`src/rtl/booth_seq_mul.sv`:
```
// booth_seq_mul
// Sequential signed radix-2 Booth multiplier for the CPU MUL instruction.
// One Booth step per clock; start/busy/done handshake with the control unit.
// The 2*WIDTH-bit product is presented as hi/lo words for HI/LO writeback.
// All outputs are registered; there is no combinational input-to-output path.

module booth_seq_mul #(
    parameter int WIDTH = 32
) (
    input  logic             clock,
    input  logic             clear,
    input  logic             start,
    input  logic [WIDTH-1:0] multiplicand,
    input  logic [WIDTH-1:0] multiplier,
    output logic             busy,
    output logic             done,
    output logic [WIDTH-1:0] hi_out,
    output logic [WIDTH-1:0] lo_out
);

    // Step counter only needs to reach WIDTH-1.
    localparam int CW = (WIDTH > 1) ? $clog2(WIDTH) : 1;
    localparam logic [CW-1:0] CNT_ZERO = CW'(0);
    localparam logic [CW-1:0] CNT_ONE  = CW'(1);
    localparam logic [CW-1:0] CNT_LAST = CW'(WIDTH - 1);

    typedef enum logic [1:0] {
        ST_IDLE = 2'b00,
        ST_RUN  = 2'b01,
        ST_DONE = 2'b10
    } state_t;

    state_t           state_r;
    state_t           state_nxt_s;

    // M and A carry one extra bit so that M = -2^(WIDTH-1) never overflows.
    logic [WIDTH:0]   m_r;
    logic [WIDTH:0]   a_r;
    logic [WIDTH-1:0] q_r;
    logic             q1_r;
    logic [CW-1:0]    count_r;
    logic             busy_r;
    logic             done_r;
    logic [WIDTH-1:0] hi_r;
    logic [WIDTH-1:0] lo_r;

    logic [WIDTH:0]   m_nxt_s;
    logic [WIDTH:0]   a_nxt_s;
    logic [WIDTH-1:0] q_nxt_s;
    logic             q1_nxt_s;
    logic [CW-1:0]    count_nxt_s;
    logic             busy_nxt_s;
    logic             done_nxt_s;
    logic [WIDTH-1:0] hi_nxt_s;
    logic [WIDTH-1:0] lo_nxt_s;

    logic [WIDTH:0]   sum_s;
    logic [WIDTH:0]   a_shift_s;
    logic [WIDTH-1:0] q_shift_s;
    logic             q1_shift_s;

    assign busy   = busy_r;
    assign done   = done_r;
    assign hi_out = hi_r;
    assign lo_out = lo_r;

    // One Booth step: conditional add/sub of M, then arithmetic shift of {A,Q,q_1}.
    always_comb begin
        case ({q_r[0], q1_r})
            2'b01:   sum_s = a_r + m_r;
            2'b10:   sum_s = a_r - m_r;
            default: sum_s = a_r;
        endcase
        a_shift_s  = {sum_s[WIDTH], sum_s[WIDTH:1]};
        q_shift_s  = {sum_s[0], q_r[WIDTH-1:1]};
        q1_shift_s = q_r[0];
    end

    // Next-state and next-register values for the sequencer and datapath.
    always_comb begin
        state_nxt_s = state_r;
        m_nxt_s     = m_r;
        a_nxt_s     = a_r;
        q_nxt_s     = q_r;
        q1_nxt_s    = q1_r;
        count_nxt_s = count_r;
        hi_nxt_s    = hi_r;
        lo_nxt_s    = lo_r;

        case (state_r)
            ST_IDLE: begin
                if (start) begin
                    m_nxt_s     = {multiplicand[WIDTH-1], multiplicand};
                    a_nxt_s     = {(WIDTH+1){1'b0}};
                    q_nxt_s     = multiplier;
                    q1_nxt_s    = 1'b0;
                    count_nxt_s = CNT_ZERO;
                    state_nxt_s = ST_RUN;
                end else begin
                    state_nxt_s = ST_IDLE;
                end
            end
            ST_RUN: begin
                a_nxt_s     = a_shift_s;
                q_nxt_s     = q_shift_s;
                q1_nxt_s    = q1_shift_s;
                count_nxt_s = count_r + CNT_ONE;
                if (count_r == CNT_LAST) begin
                    // Final step: publish the post-shift product.
                    hi_nxt_s    = a_shift_s[WIDTH-1:0];
                    lo_nxt_s    = q_shift_s;
                    state_nxt_s = ST_DONE;
                end else begin
                    state_nxt_s = ST_RUN;
                end
            end
            ST_DONE: begin
                state_nxt_s = ST_IDLE;
            end
            default: begin
                state_nxt_s = ST_IDLE;
            end
        endcase

        // Handshake outputs are registered copies of the next state.
        busy_nxt_s = (state_nxt_s != ST_IDLE);
        done_nxt_s = (state_nxt_s == ST_DONE);
    end

    // State, datapath and output registers with asynchronous clear.
    always_ff @(posedge clock or posedge clear) begin
        if (clear) begin
            state_r <= ST_IDLE;
            m_r     <= {(WIDTH+1){1'b0}};
            a_r     <= {(WIDTH+1){1'b0}};
            q_r     <= {WIDTH{1'b0}};
            q1_r    <= 1'b0;
            count_r <= CNT_ZERO;
            busy_r  <= 1'b0;
            done_r  <= 1'b0;
            hi_r    <= {WIDTH{1'b0}};
            lo_r    <= {WIDTH{1'b0}};
        end else begin
            state_r <= state_nxt_s;
            m_r     <= m_nxt_s;
            a_r     <= a_nxt_s;
            q_r     <= q_nxt_s;
            q1_r    <= q1_nxt_s;
            count_r <= count_nxt_s;
            busy_r  <= busy_nxt_s;
            done_r  <= done_nxt_s;
            hi_r    <= hi_nxt_s;
            lo_r    <= lo_nxt_s;
        end
    end

endmodule
```
`config.mk`:
```
export PLATFORM = sky130hd
export DESIGN_NAME = booth_seq_mul
export DESIGN_NICKNAME = d
export VERILOG_FILES = /design/src/rtl/booth_seq_mul.sv
export SDC_FILE = /design/constraint.sdc
export NUM_CORES = 1
export LEC_CHECK = 0
export ABC_AREA = 1
export ABC_CLOCK_PERIOD_IN_PS = 12220
export CAP_MARGIN = 20
export CORE_ASPECT_RATIO = 0.8
export CORE_MARGIN = 5
export CORE_UTILIZATION = 49
export CTS_CLUSTER_SIZE = 10
export DETAILED_ROUTE_END_ITERATION = 8
export PLACE_DENSITY = 0.72
export SKIP_LAST_GASP = 1
export SLEW_MARGIN = 0
export SYNTH_ARGS = -nofsm -noshare
export SYNTH_HDL_FRONTEND = slang
export SYNTH_SLANG_ARGS = --single-unit
```
`constraint.sdc`:
```
create_clock -name clock -period 12.22 [get_ports clock]
set_input_delay 2.444 -clock clock [delete_from_list [all_inputs] [get_ports clock]]
set_output_delay 2.444 -clock clock [all_outputs]
set_load 0.05 [all_outputs]
```
==> summary.txt, run 1 <==
GRT
  – Total gr overflow: 0
  – Vias in the first global route: 8424
  – Largest net degree at the start of global routing: 89
  – First-pass GRT wire length: between 40 and 50 mm
  – Initial antenna violation count: 0
  – GRT Resource Usage Total: 0.241

Worst setup path
  – Arrival time at the worst endpoint: 4720 ps
  – Worst setup path class: in2reg
  – Worst reg-to-reg setup slack: a little over 8000 ps
  – CP peak stage delay: between 700 and 800 ps
  – Top delay family on crit path: buffers and inverters
  – Worst-path cell with the longest stage delay: inv_1
  – Crit start category: input port
  – Setup crit end kind: register
  – Worst path required time: approximately 12000 ps
  – CP Buf/Inv Count: 4
  – Cells along the critical path: clkdlybuf4s50_1, nand3_2, inv_2, nor2_2, buf_4, inv_1, o21ai_0
  – Worst-path fanout max: 42

STA
  – Worst-margin pin slew: 1020 ps
  – Max Clk Rate: roughly 0.22 GHz
  – Final Hold Fails: 0
  – Max-slew headroom: 0.321
  – Tmin final: about 4500 ps
  – Max-slew violations: 0
  – Setup TNS: 0 ps
  – RSZ-0062 raised after global routing: no
  – Endpoints failing setup: 0
  – Clock skew: approximately 13 ps
  – Final period util: 0.365

Routing
  – Via Count: a little under 9000
  – Post-route ant nets: 0
  – Vias per std cell: between 5 and 6
  – DRT iter0 DRCs: between 700 and 800
  – Routed wire length: around 27 mm
  – Post-route DRC: 0
  – Drt pass-1 iters: 5
  – Wire length per cell: about 16 µm

Logic synthesis
  – Synth top cells by count: nand2_1, dfrtp_1, inv_1
  – Seq/Total Area, Yosys: 0.432
  – Syn_nets: ~1400
  – Post-synth ARST share: 1.00
  – Synthesized instance count: 1327
  – Most common flop cell mapped by yosys: dfrtp_1
  – Largest area contributor in the synthesized netlist: dfrtp_1
  – Synthesized area: 9840 µm²
  – Post-synth EDFFs: 0
  – Synth unique cells: between 40 and 50
  – Synth warnings: 0
  – Syn Area/Cell: ~7.4 µm²
  – Count leader, synth: nand2_1
  – Synth top area share: 0.432
  – Synth area leaders: dfrtp_1, nand2_1, inv_1
  – #FFs+latches synth: 170

Floorplanning
  – I/O pin count: roughly 130
  – Core Region: a little under 20000 µm²
  – Die X: 168 µm
  – Die height: 137 µm
  – Starting Density: 0.497
  – Area of the die: 23000 µm²
  – Row count: 46

Clocking
  – Maximum root-to-sink buffer count: 2
  – Hold buffer count at cts: 0
  – Resize count post-CTS: 0
  – Total CTS buffers: 17
  – CTS tree: yes
  – Worst-path clk slew: about 70 ps
  – H-tree Lvls: 4
  – Clock root buffer: clkbuf_16
  – Clock sinks: 170
  – Post CTS Setup Buffer Count: 0
  – Clk_lat worst skew: ~440 ps

Flow run
  – Max-Cap Viols: 0

Outcome
  – Status: complete, no violations

Place
  – Buffers on Ports: roughly 130
  – Detailed placement HPWL: between 15 and 20 mm
  – Placer Congestion: 0.973

Finish
  – Area grow syn2layout: 21.6%
  – Layout cells sized above 1: 0.0551
  – Filler cell count: roughly 1800
  – Nets: about 1500
  – N_diodes: 0
  – Multi-input gate area: between 4000 and 5000 µm²
  – Reg area: approximately 4300 µm²

Hold path
  – Worst hold path type: reg2reg
==> state kept, by name, summed over array words and instances, names as in the netlist <==
register,flops
a_r,32
hi_out,32
lo_out,32
m_r,32
q_r,32
count_r,5
state_r,2
busy,1
done,1
q1_r,1
==> worst register-to-register path, stage by stage (launching register included) <==
cell and delay [ps]:
dfrtp_1 360, inv_1 70, ha_1 670, inv_1 530, o21ai_2 210, o21ai_2 110, nor2_4 150, xor2_1 360
ha_1 360, nand2_1 130, inv_1 40, nand2_1 60, and2_1 200, nand2_1 90, a21oi_1 130, nand2_1 130
inv_1 80, nand3_1 60, nand3_1 60, nand2_1 70, nand2_1 60, nand2_1 60
==> path summary, 6_finish.rpt <==
kind                                         from                     end  cells after the start
max                                         start     q_r[30]$_DFFE_PP0P_                      7
max reg2reg                      q1_r$_DFFE_PP0P_     a_r[31]$_DFFE_PP0P_                     21
max in group asynchronous                   clear     a_r[23]$_DFFE_PP0P_                      4
min in group asynchronous                   clear   lo_out[2]$_DFFE_PP0P_                      2
min                        lo_out[21]$_DFFE_PP0P_  lo_out[21]$_DFFE_PP0P_                      2
min reg2reg                lo_out[21]$_DFFE_PP0P_  lo_out[21]$_DFFE_PP0P_                      2
==> cells by family after synthesis <==
group / after synthesis / share of synthesized area
xor gates and xnor gates: 38 / 0.0338
adders and majority gates: 37 / 0.0478
AOI/OAI and AO/OA: 211 / 0.122
buffers and inverters: 199 / 0.0797
muxes: 3 / 0.00305
and+or+nand+nor: 669 / 0.281
DFF: 170 / 0.432
==> metrics by stage <==
stage | hold slack, ps | util | std cells | setup slack [ps] | cell area [µm²]
final | 472 | 0.604 | 1716 | 7760 | 12000
after CTS | 479 | 0.603 | 1715 | 7760 | 11900
after global routing | 503 | 0.604 | 1716 | 7530 | 12000
after floorplan | 469 | - | 1327 | 5170 | 9840
after detailed placement | 461 | 0.572 | 1683 | 7320 | 11300
after global placement | 456 | 0.572 | 1683 | 7410 | 11300
==> routing by layer <==
| layer | track usage | wire length [µm] | share of wire | vias to the layer above |
|---|---|---|---|---|
| li1 | - | - | - | 4465 |
| met1 | 0.374 | 13600 | 0.51 | 4202 |
| met2 | 0.346 | 11500 | 0.43 | 233 |
| met3 | 0.0488 | 1560 | 0.058 | 23 |
| met4 | 0.0536 | 307 | 0.011 | 0 |
| met5 | 0 | 0 | 0 | - |
==> cells in the final DEF (no fill, tap or decap), types with 6 or more instances in the layout <==
cell type,netlist,final
nand2_1,469,469
dfrtp_1,170,170
inv_1,143,141
clkdlybuf4s50_1,0,132
o21ai_0,98,98
nor2_1,82,82
nand3_1,65,65
ha_1,36,36
a21oi_1,32,32
xor2_1,29,29
o21ai_1,26,26
a22oi_1,18,18
clkbuf_16,0,17
o211ai_1,13,13
inv_2,10,11
xnor2_1,9,9
nor3_1,8,8
nand4_1,7,7
nand2_2,7,7
or2_2,7,7
o21bai_1,6,6
buf_4,3,6
==> final cells by class <==
class,count,share of cell area
clock buffer,17,0.0356
clock inverter,15,0.0150
inverter,153,0.0484
multi-input combinational,958,0.401
sequential,170,0.356
tap,264,0.0276
timing repair buffer,139,0.117
Power of run 1 is left out: the tool's default activity adds up to more than one toggle a clock period on the data nets, which glitch-free logic cannot reach.
==> run 2: changes to the inputs <==
--- a/config.mk
+++ b/config.mk
@@ -6,14 +6,14 @@
 export NUM_CORES = 1
 export LEC_CHECK = 0
 export ABC_AREA = 1
-export ABC_CLOCK_PERIOD_IN_PS = 12220
+export ABC_CLOCK_PERIOD_IN_PS = 3900
 export CAP_MARGIN = 20
 export CORE_ASPECT_RATIO = 0.8
 export CORE_MARGIN = 5
 export CORE_UTILIZATION = 49
 export CTS_CLUSTER_SIZE = 10
 export DETAILED_ROUTE_END_ITERATION = 8
-export PLACE_DENSITY = 0.72
+export PLACE_DENSITY = 0.75
 export SKIP_LAST_GASP = 1
 export SLEW_MARGIN = 0
 export SYNTH_ARGS = -nofsm -noshare
==> constraint.sdc (replaced) <==
create_clock -name clock -period 3.9 [get_ports clock]
set_input_delay 0.78 -clock clock [delete_from_list [all_inputs] [get_ports clock]]
set_output_delay 0.78 -clock clock [all_outputs]
set_load 0.05 [all_outputs]
==> run 2 against run 1 <==
Global-route usage grew 1.1 points; non-clock buffer count grew 6; highest routed layer unchanged; critical endpoint is now a_r[30]$_DFFE_PP0P_; clock-buffer cell count is the same.
==> summary.txt, run 2 (same netlist as run 1, synthesis figures left out) <==
Outcome
  – Status: complete, no violations

Finish
  – Nets: 1549 (+0.39%)
  – Most frequent cells in the layout: nand2_1, dfrtp_1, inv_1
  – Commonest non-fill, non-tap cell in the layout: nand2_1
  – Final Util: 0.609 (+0.00461)
  – Layout cells sized above 1: 0.0590 (+0.00389)
  – Final Non-Filler Cells: 1723 (+0.41%)
  – Area grow syn2layout: 22.5%

Routing
  – Post-route DRC: 0 (unchanged)
  – Wire length per cell: 16.4 µm (+4.1%)
  – Post-route ant nets: 0 (unchanged)
  – DRT iter0 DRCs: 758 (-4.5%)
  – Via Count: 9071 (+1.7%)
  – Drt pass-1 iters: 8 (+3)
  – Vias per std cell: 5.26 (+1.2%)
  – Routed wire length: 28.2 mm (+4.6%)

Floorplanning
  – Die X: 168 µm (unchanged)
  – Core Region: 19800 µm² (unchanged)
  – I/O pin count: 133 (unchanged)
  – Starting Density: 0.497 (unchanged)
  – Area of the die: 23000 µm² (unchanged)
  – Row count: 46 (unchanged)
  – Die height: 137 µm (unchanged)

STA
  – Worst-margin pin slew: 773 ps (-245 ps)
  – Max Clk Rate: between 0.2 and 0.3 GHz
  – Max-slew violations: 0 (unchanged)
  – RSZ-0062 raised after global routing: no
  – Max-slew headroom: 0.485 (+0.164)
  – Final period util: 0.901
  – Setup TNS: 0 ps (unchanged)
  – Endpoints failing setup: 0 (unchanged)
  – Tmin final: between 3000 and 4000 ps
  – Final Hold Fails: 0 (unchanged)
  – Clock skew: 13.7 ps (+0.619 ps)

Place
  – Buffers on Ports: 132 (unchanged)
  – Detailed placement HPWL: 20.8 mm (+5.7%)
  – Placer Congestion: 0.979 (+0.63%)
  – Dpl cells: 1690 (+0.42%)

Worst setup path
  – Worst-path fanout max: 5 (-88%)
  – Arrival time at the worst endpoint: 3900 ps (-820 ps)
  – Worst reg-to-reg setup slack: 390 ps (-7730 ps)
  – Worst setup path class: reg2reg
  – Reg2reg end: a_r[30]$_DFFE_PP0P_
  – CP Launch Point: m_r[0]$_DFFE_PP0P_
  – Worst reg2reg startpoint: m_r[0]$_DFFE_PP0P_
  – Crit start category: register
  – Cell count of the worst reg-to-reg path: 20 (-4.8%)
  – Worst path required time: 4290 ps (-8200 ps)
  – Setup crit end kind: register
  – Critical Path End: a_r[30]$_DFFE_PP0P_

Clocking
  – Hold buffer count at cts: 0 (unchanged)
  – Clk_lat worst skew: 450 ps (about the same)
  – CTS tree: yes
  – Total CTS buffers: 17 (unchanged)
  – Clock sinks: 170 (unchanged)
  – Post CTS Setup Buffer Count: 0 (unchanged)
  – H-tree Lvls: 4 (unchanged)
  – Resize count post-CTS: 0 (unchanged)
  – Clock root buffer: clkbuf_16
  – Maximum root-to-sink buffer count: 2 (unchanged)
  – Worst-path clk slew: 80 ps (about the same)

Flow run
  – Max-Cap Viols: 0 (unchanged)

GRT
  – GRT Resource Usage Total: 0.251 (+0.0107)
  – Initial antenna violation count: 1 (+1)
  – Vias in the first global route: 8643 (+2.6%)
  – First-pass GRT wire length: 45.8 mm (+4.1%)
  – Largest net degree at the start of global routing: 83 (-6.7%)
  – Total gr overflow: 0 (unchanged)

Hold path
  – Worst hold path type: reg2reg
[run 2: cell types whose count changed in the layout (fill, tap and decap cells not counted)]
cell / before / now
inv_12: 0 / 4
buf_4: 6 / 10
diode_2: 0 / 1
buf_16: 1 / 0
clkinv_8: 3 / 5
inv_6: 4 / 2
bufinv_16: 1 / 0
clkinv_2: 1 / 0
inv_8: 4 / 3
buf_12: 0 / 3
clkinvlp_4: 2 / 1
[run 2: per-layer routing]
layer	up-vias	track usage	share of wire
li1	4483	-	-
met3	40	0.0485	0.067
met4	0	0.0653	0.016
met2	304	0.362	0.42
met5	-	0	0
met1	4244	0.388	0.50
[run 2: critical path: stages (launching register included)]
cell	delay (ps)
dfrtp_1	400
inv_1	130
ha_1	200
nand2_2	90
nor2_4	160
nand3_2	100
o21ai_2	180
o21ai_2	120
nor2_4	130
xor2_1	340
ha_1	360
a21oi_1	220
o21a_1	200
nand2_1	100
a21oi_1	240
nand2_1	90
nand2_1	60
nand3_1	70
nand2_1	110
nand2_1	60
nand2_1	80
[run 2: cell type report]
class | instances | area [µm²]
Antenna cell | 1 | 2.50
Clock inverter | 15 | 206
Timing Repair Buffer | 145 | 1460
Sequential cell | 170 | 4250
Fill cell | 1835 | 7750
Tap cell | 264 | 330
Multi-Input combinational cell | 958 | 4800
Inverter | 153 | 578
Clock buffer | 17 | 425
[run 2: how the worst min path moves through the flow]
stage                      startpoint                      to  slack [ps]  cells after the start
2_1_floorplan     a_r[30]$_DFFE_PP0P_     a_r[30]$_DFFE_PP0P_         470                      2
4_1_cts        lo_out[28]$_DFFE_PP0P_  lo_out[28]$_DFFE_PP0P_         470                      2
5_1_grt        lo_out[23]$_DFFE_PP0P_  lo_out[23]$_DFFE_PP0P_         490                      2
3_5_place_dp   lo_out[28]$_DFFE_PP0P_  lo_out[28]$_DFFE_PP0P_         460                      2
3_3_place_gp   lo_out[24]$_DFFE_PP0P_  lo_out[24]$_DFFE_PP0P_         450                      2
6_report       lo_out[28]$_DFFE_PP0P_  lo_out[28]$_DFFE_PP0P_         470                      2
[run 2: stage by stage]
stage	hold slack [ps]	cell area, µm²	setup WS, ps
CTS	475	12100	457
detailed placement	458	11400	493
global route	491	12100	83.6
global placement	454	11400	550
floorplan	469	9840	951
finish	474	12100	387
Power of run 2 is left out for the same reason.
